<file path="src/rtl/debounce_pkg.sv">
// Shared state encoding and width helper for the debounce bank.
// Pure declarations: no latency, no backpressure.
package debounce_pkg;

  typedef enum logic [1:0] {
    S0 = 2'b00,
    W1 = 2'b01,
    S1 = 2'b10,
    W0 = 2'b11
  } state_t;

  // Counter width that still gives one bit when only a single value is needed.
  function automatic int clog2_min1(input int n);
    return (n <= 1) ? 1 : $clog2(n);
  endfunction

endpackage

</file>
<file path="src/rtl/debounce_channel.sv">
// One debounced input: synchroniser, qualification FSM, registered rise/fall pulses.
// db follows a clean input after SYNC_STAGES+2 clocks plus STABLE_TICKS-1 tick periods; no backpressure.
module debounce_channel
  import debounce_pkg::*;
#(
  parameter int STABLE_TICKS = 3,
  parameter int SYNC_STAGES  = 2
) (
  input  logic clk,
  input  logic reset,
  input  logic tick,
  input  logic in,
  output logic db,
  output logic rise,
  output logic fall
);

  localparam int CW = clog2_min1(STABLE_TICKS);
  localparam logic [CW-1:0] CNT_LAST = CW'(STABLE_TICKS - 1);

  logic [SYNC_STAGES-1:0] sync_q;
  logic                   sync_in;
  state_t                 state, state_nxt;
  logic [CW-1:0]          cnt, cnt_nxt;

  always_ff @(posedge clk or negedge reset) begin
    if (!reset) begin
      sync_q <= '0;
      state  <= S0;
      cnt    <= '0;
      rise   <= 1'b0;
      fall   <= 1'b0;
    end else begin
      sync_q <= {sync_q[SYNC_STAGES-2:0], in};
      state  <= state_nxt;
      cnt    <= cnt_nxt;
      rise   <= (state == W1) && (state_nxt == S1);
      fall   <= (state == W0) && (state_nxt == S0);
    end
  end

  assign sync_in = sync_q[SYNC_STAGES-1];

  // A bounce is tested before the tick so a bounce in a tick clock discards that tick.
  always_comb begin
    state_nxt = state;
    cnt_nxt   = cnt;
    case (state)
      S0: begin
        if (sync_in) begin
          state_nxt = W1;
          cnt_nxt   = '0;
        end
      end
      W1: begin
        if (!sync_in) begin
          state_nxt = S0;
        end else if (tick) begin
          if (cnt == CNT_LAST) state_nxt = S1;
          else                 cnt_nxt   = cnt + 1'b1;
        end
      end
      S1: begin
        if (!sync_in) begin
          state_nxt = W0;
          cnt_nxt   = '0;
        end
      end
      W0: begin
        if (sync_in) begin
          state_nxt = S1;
        end else if (tick) begin
          if (cnt == CNT_LAST) state_nxt = S0;
          else                 cnt_nxt   = cnt + 1'b1;
        end
      end
      default: state_nxt = S0;
    endcase
  end

  assign db = (state == S1) || (state == W0);

endmodule

</file>
<file path="src/rtl/debounce_bank.sv">
// Multi-channel debouncer sharing one registered sample tick across all channels.
// tick rises TICK_DIV clocks after reset release; channels are independent; no backpressure.
module debounce_bank
  import debounce_pkg::*;
#(
  parameter int CHANNELS     = 4,
  parameter int TICK_DIV     = 500000,
  parameter int STABLE_TICKS = 3,
  parameter int SYNC_STAGES  = 2
) (
  input  logic                clk,
  input  logic                reset,
  input  logic [CHANNELS-1:0] in,
  output logic [CHANNELS-1:0] db,
  output logic [CHANNELS-1:0] rise,
  output logic [CHANNELS-1:0] fall,
  output logic                tick
);

  localparam int PW = clog2_min1(TICK_DIV);
  localparam logic [PW-1:0] PRE_LAST = PW'(TICK_DIV - 1);

  logic [PW-1:0] pre_cnt;

  // tick is registered off the wrap, so it is clean during reset and glitch-free.
  always_ff @(posedge clk or negedge reset) begin
    if (!reset) begin
      pre_cnt <= '0;
      tick    <= 1'b0;
    end else begin
      pre_cnt <= (pre_cnt == PRE_LAST) ? '0 : pre_cnt + 1'b1;
      tick    <= (pre_cnt == PRE_LAST);
    end
  end

  for (genvar i = 0; i < CHANNELS; i++) begin : g_ch
    debounce_channel #(
      .STABLE_TICKS (STABLE_TICKS),
      .SYNC_STAGES  (SYNC_STAGES)
    ) u_ch (
      .clk   (clk),
      .reset (reset),
      .tick  (tick),
      .in    (in[i]),
      .db    (db[i]),
      .rise  (rise[i]),
      .fall  (fall[i])
    );
  end

endmodule

</file>
<file path="config.mk">
export PLATFORM = sky130hd
export DESIGN_NAME = debounce_bank
export DESIGN_NICKNAME = d
export VERILOG_FILES = /design/src/rtl/debounce_pkg.sv /design/src/rtl/debounce_channel.sv /design/src/rtl/debounce_bank.sv
export SDC_FILE = /design/constraint.sdc
export NUM_CORES = 1
export LEC_CHECK = 0
export CORE_MARGIN = 2
export CORE_UTILIZATION = 61
export DETAILED_ROUTE_END_ITERATION = 7
export GPL_ROUTABILITY_DRIVEN = 0
export PLACE_DENSITY_LB_ADDON = 0.12
export SYNTH_ARGS = -nofsm -noshare
export SYNTH_HDL_FRONTEND = slang
export SYNTH_SLANG_ARGS = --single-unit
export TNS_END_PERCENT = 10
</file>
<file path="constraint.sdc">
create_clock -name clk -period 2.7 [get_ports clk]
set_input_delay 0.81 -clock clk [delete_from_list [all_inputs] [get_ports clk]]
set_output_delay 0.81 -clock clk [all_outputs]
set_load 0.01 [all_outputs]
</file>
# Yosys cells after proc, flatten, opt, wreduce, memory -nomap -nowiden
# Cells that the tools add are included.
[totals]
regBits = 52
input_bits = 6
output_inout_bits = 13
word_cells = 153
[op_classes]
n_addsub = 5
n_eq_ne = 37
mux = 65
n_reduce_logical = 24
[ops]
columns = ["operator", "count"]
rows = [
  ["2-bit 2-to-1 mux", 56],
  ["2-bit case mux with 4 select lines", 8],
  ["2-bit == test (second input constant)", 16],
  ["19-bit by 1-bit adder with 19-bit output (second input constant)", 1],
  ["19-bit == test (second input constant)", 1],
  ["19-bit 2-to-1 mux", 1],
  ["2-bit logical NOT", 8],
  ["2-bit by 1-bit inequality test with 1-bit output (second input constant)", 8],
  ["2-bit inequality test (second input constant)", 8],
  ["4-bit AND reduction", 4],
  ["2-bit by 1-bit adder with 2-bit output (second input constant)", 4],
  ["2-bit by 1-bit == test with 1-bit output (second input constant)", 4],
  ["1-bit logical AND", 8],
  ["1-bit logical OR", 4],
]

# Logic depth before layout (Yosys ltp)
[depth]
word_depth = 7
ltp_mapped = 6

# By module
# From an unflattened synthesis, not the netlist that was laid out.
[hier_totals]
cells_unflattened = 190
area_unflattened_um2 = 2228.4
[modules_own_cells]
columns = ["mod", "n_inst", "cells_each", "area_per_inst_um2"]
rows = [
  ["debounce_channel", 4, 26, 321.6],
  ["debounce_bank", 1, 86, 942.2],
]

# Least setup slack after synthesis
# Ideal clock, no wire load.
[synth_path]
path_kind = "register -> register"
from = "register pre_cnt[11]"
to = "register pre_cnt[18]"
setup_ns = 0.130
arrival_time_ns = 1.475
required_ns = 2.570
slack_ns = 1.096
stages_incl_launch_ff = 5
path_buffers = 1
period_less_slack_ns = 1.604
path_cell_list = "dfrtp_1 > or4_1 > nor4_1 > buf_4 > a21oi_1"
[synth_between]
elab_chain_cells = 2
elab_cells_between_ends = 3
cone_classes = "1 x add/sub; 1 x eq/ne; 1 x mux"
[synth_rtl]
columns = ["item", "line_no", "source"]
rows = [
  ["from (decl)", "debounce_bank.sv:23", "logic [PW-1:0] pre_cnt;"],
  ["from (signal assigned)", "debounce_bank.sv:31", "pre_cnt <= (pre_cnt == PRE_LAST) ? '0 : pre_cnt + 1'b1;"],
  ["19-bit by 1-bit adder with 19-bit output or 19-bit == test (tied branches)", "debounce_bank.sv:31", ""],
  ["19-bit 2-to-1 mux (*)", "debounce_bank.sv:31", ""],
]
# Mark *: on every way between the ends. The rest lies on a longest branch, timed or not.
# A chain may end at the register's enable or synchronous reset.

# Worst setup path in the final report
[layout_path]
from = "register tick"
to = "output tick"
[layout_rtl]
columns = ["item", "line_no", "source"]
rows = [
  ["from (decl)", "debounce_bank.sv:17", "output logic tick"],
  ["from (signal assigned)", "debounce_bank.sv:32", "tick <= (pre_cnt == PRE_LAST);"],
]
# No word-level cell between the ends.

==> flow_summary.toml <==
[global_route]
grt.busiest_layer = "met2"
grt_use_met3_pct = 4.97
grtUsageMet2_pct = 31.3
track_usage_pct = 20.1
antenna_found_initial = 0
grt_max_degree = 29
grt_overflow = 0
grt_pass1_vias = 1386
grt_util_met1_pct = 27.3
grt_pass1_wl_um = 6490

[clocking]
cts_hold_repair.buffers = 0
htreeDepth = 2
cts_buffers = 5
clock_sinks = 52
cts_tree = "done"
cts_setup_buffers = 0
clk_pin_slew_ns = 0.09
cts_resized = 0
cts_max_path_buffers = 2
cts-root-buf = "clkbuf_8"
clk_latency_ns = 0.29

[layout]
multi_input_area_um2 = 840
syn_to_final_growth_pct = 10.1
drive_above_1_share_pct = 9.22
final_util_pct = 69.4
fillCellCount = 274
nets = 216
num_antenna_cells = 0
regArea_um2 = 1300

[sta]
rsz0062_at_grt = "false"
skew_ns = 0.00906
setup_viol = 0
finalCritPeriodShare_pct = 82.8
slew_headroom_pct = 60.9
hold_violations = 0
min_period_ns = 2.23
hold-worst-slack_ns = 0.356
tightest_slew_ns = 0.586
maxSlewViolCount = 0
max_freq_ghz = 0.447
tns_ns = 0

[floorplanning]
start_util_pct = 63.0
die_y_um = 65.3
io_pins = 19
dieArea_um2 = 4260
num_rows = 22
chipWidth_um = 65.3
coreArea_um2 = 3630

[worst_setup_path]
startpoint = "tick"
cp_num_cells = 1
start_kind = "register"
cp_data_arrival_time_ns = 1.42
crit_required_ns = 1.89
cpPeakStageDelay_ns = 0.61
cp-end-kind = "primary output"
critPathMaxFanout = 10
r2r_start = "pre_cnt[0]"
critPathTopFamily = "buffers and inverters"
slowest_stage = "clkdlybuf4s50_1"
path_cells = "clkdlybuf4s50_1"
crit_type = "reg2out"
path_buf_inv = 1
reg2reg_slack_ns = 0.95
regToRegEndpoint = "pre_cnt[18]"
reg2reg_depth = 5

[synthesis]
synth.top_cell.area_share_pct = 56.9
ys_seq_elements = 52
synth_area_leaders = "dfrtp_1 57%, buf_4 4.3%, xnor2_1 3.4%"
yosys_warnings = 0
synth_cells = 197
synth_area_leader_cell = "dfrtp_1"
syn_area_um2 = 2290
yosysMostFrequentCell = "dfrtp_1"
syn_nets = 208
avgSynthCellArea_um2 = 11.6
ys_seq_area_share_pct = 56.9
synth_edf_count = 0
async_reset_ff_share_pct = 100
synth.distinct_cells = 36
synth_common_cells = "52 x dfrtp_1, 14 x nand2_1, 13 x buf_4"
synth-main-ff-cell = "dfrtp_1"

[power_and_ir_drop]
internal_power_uw = 1010
switching_share_pct = 20.5
pwr-share-seq_pct = 62.7
power_frac_comb_pct = 2.6
irDropWorstVdd_mv = 0.263
clkPwrFrac_pct = 34.7
power.switching_uw = 259
total_power_uw = 1270
power_density_nw_per_um2 = 503
p_leak_uw = 0.00110

[worst_hold_path]
min_to = "g_ch[0].u_ch.sync_q[1]"
hold_path.class = "reg2reg"
holdPathStages = 0
hold_start = "g_ch[0].u_ch.sync_q[0]"

[place]
port_buffers = 18
place_hpwl_um = 2540

[drt]
vias = 1404
wire_per_inst_um = 14.0
drc = 0
drt-total-wl_um = 3560
drtIter0Drc = 72
via_per_inst = 5.53
drtPass1Iterations = 4
ant_nets = 0

[job]
maxCapViolCount = 0

[status]
status = "finished, final reports clean"
[cells in the final DEF (no fill, tap or decap), drive strengths merged, types with 2 or more instances in the layout]
master,instances
nor2b,4
ha,5
clkdlybuf4s50,17
a21oi,5
dfrtp,52
nor4,3
a21o,3
nand2,14
o21ai,2
nand2b,4
xnor2,9
nor2,10
inv,4
nor3,3
a22o,7
xor2,8
nand4,4
or4,3
and4,2
mux2,4
nand3,9
o31ai,6
clkbuf,7
buf,4
or3,2
nor3b,8
[power groups by stage]
stage,clock network (uW),registers [uW],logic [uW]
floorplan,0,808,7.90
global placement,0,809,33.3
detailed placement,0,809,34.5
CTS,455,794,34.6
global route,477,796,38.4
finish,440,794,33.2
[layer usage]
layer  vias to the layer above  wire (um)
met5                         -          0
met4                         0         40
met3                         4        116
met2                        26       1780
met1                       683       1620
li1                        691          -
[registers in the layout, summed over array words and instances, names as in the netlist]
signal and cells:
tick 1, g_ch.u_ch.rise 4, g_ch.u_ch.state 8, g_ch.u_ch.cnt 8, g_ch.u_ch.sync_q 8, g_ch.u_ch.fall 4
pre_cnt 19
[cell type report]
cell class | instances | area share (%)
Clock buffer | 7 | 3.43
Clock inverter | 1 | 0.298
Inverter | 4 | 0.596
Multi-Input combinational cell | 121 | 33.3
Sequential cell | 52 | 51.6
Tap cell | 48 | 2.38
Timing Repair Buffer | 21 | 8.34
[per-stage QoR]
stage | instance area [um2] | cells | worst slack, ns
after floorplan | 2290 | 197 | 1.10
after global placement | 2430 | 246 | 0.785
after detailed placement | 2430 | 246 | 0.779
after CTS | 2520 | 254 | 0.434
after global routing | 2520 | 254 | 0.384
final | 2520 | 254 | 0.465
[how the worst max path moves through the flow]
stage / end / slack (ns)
5_1_grt: tick / 0.38
6_report: tick / 0.47
3_5_place_dp: tick / 0.78
3_3_place_gp: tick / 0.79
4_1_cts: tick / 0.43
2_1_floorplan: pre_cnt[18] / 1.10
[cell families after synthesis]
logic type	count (synthesis)	share of synthesized area, %
mux	4	1.97
xor+xnor	17	6.51
simple gates	70	17.5
fa+ha+maj	5	2.73
compound gates	25	7.98
buf+inv	24	6.45
flops	52	56.9
No activity file was read; power rests on OpenSTA's default activity.
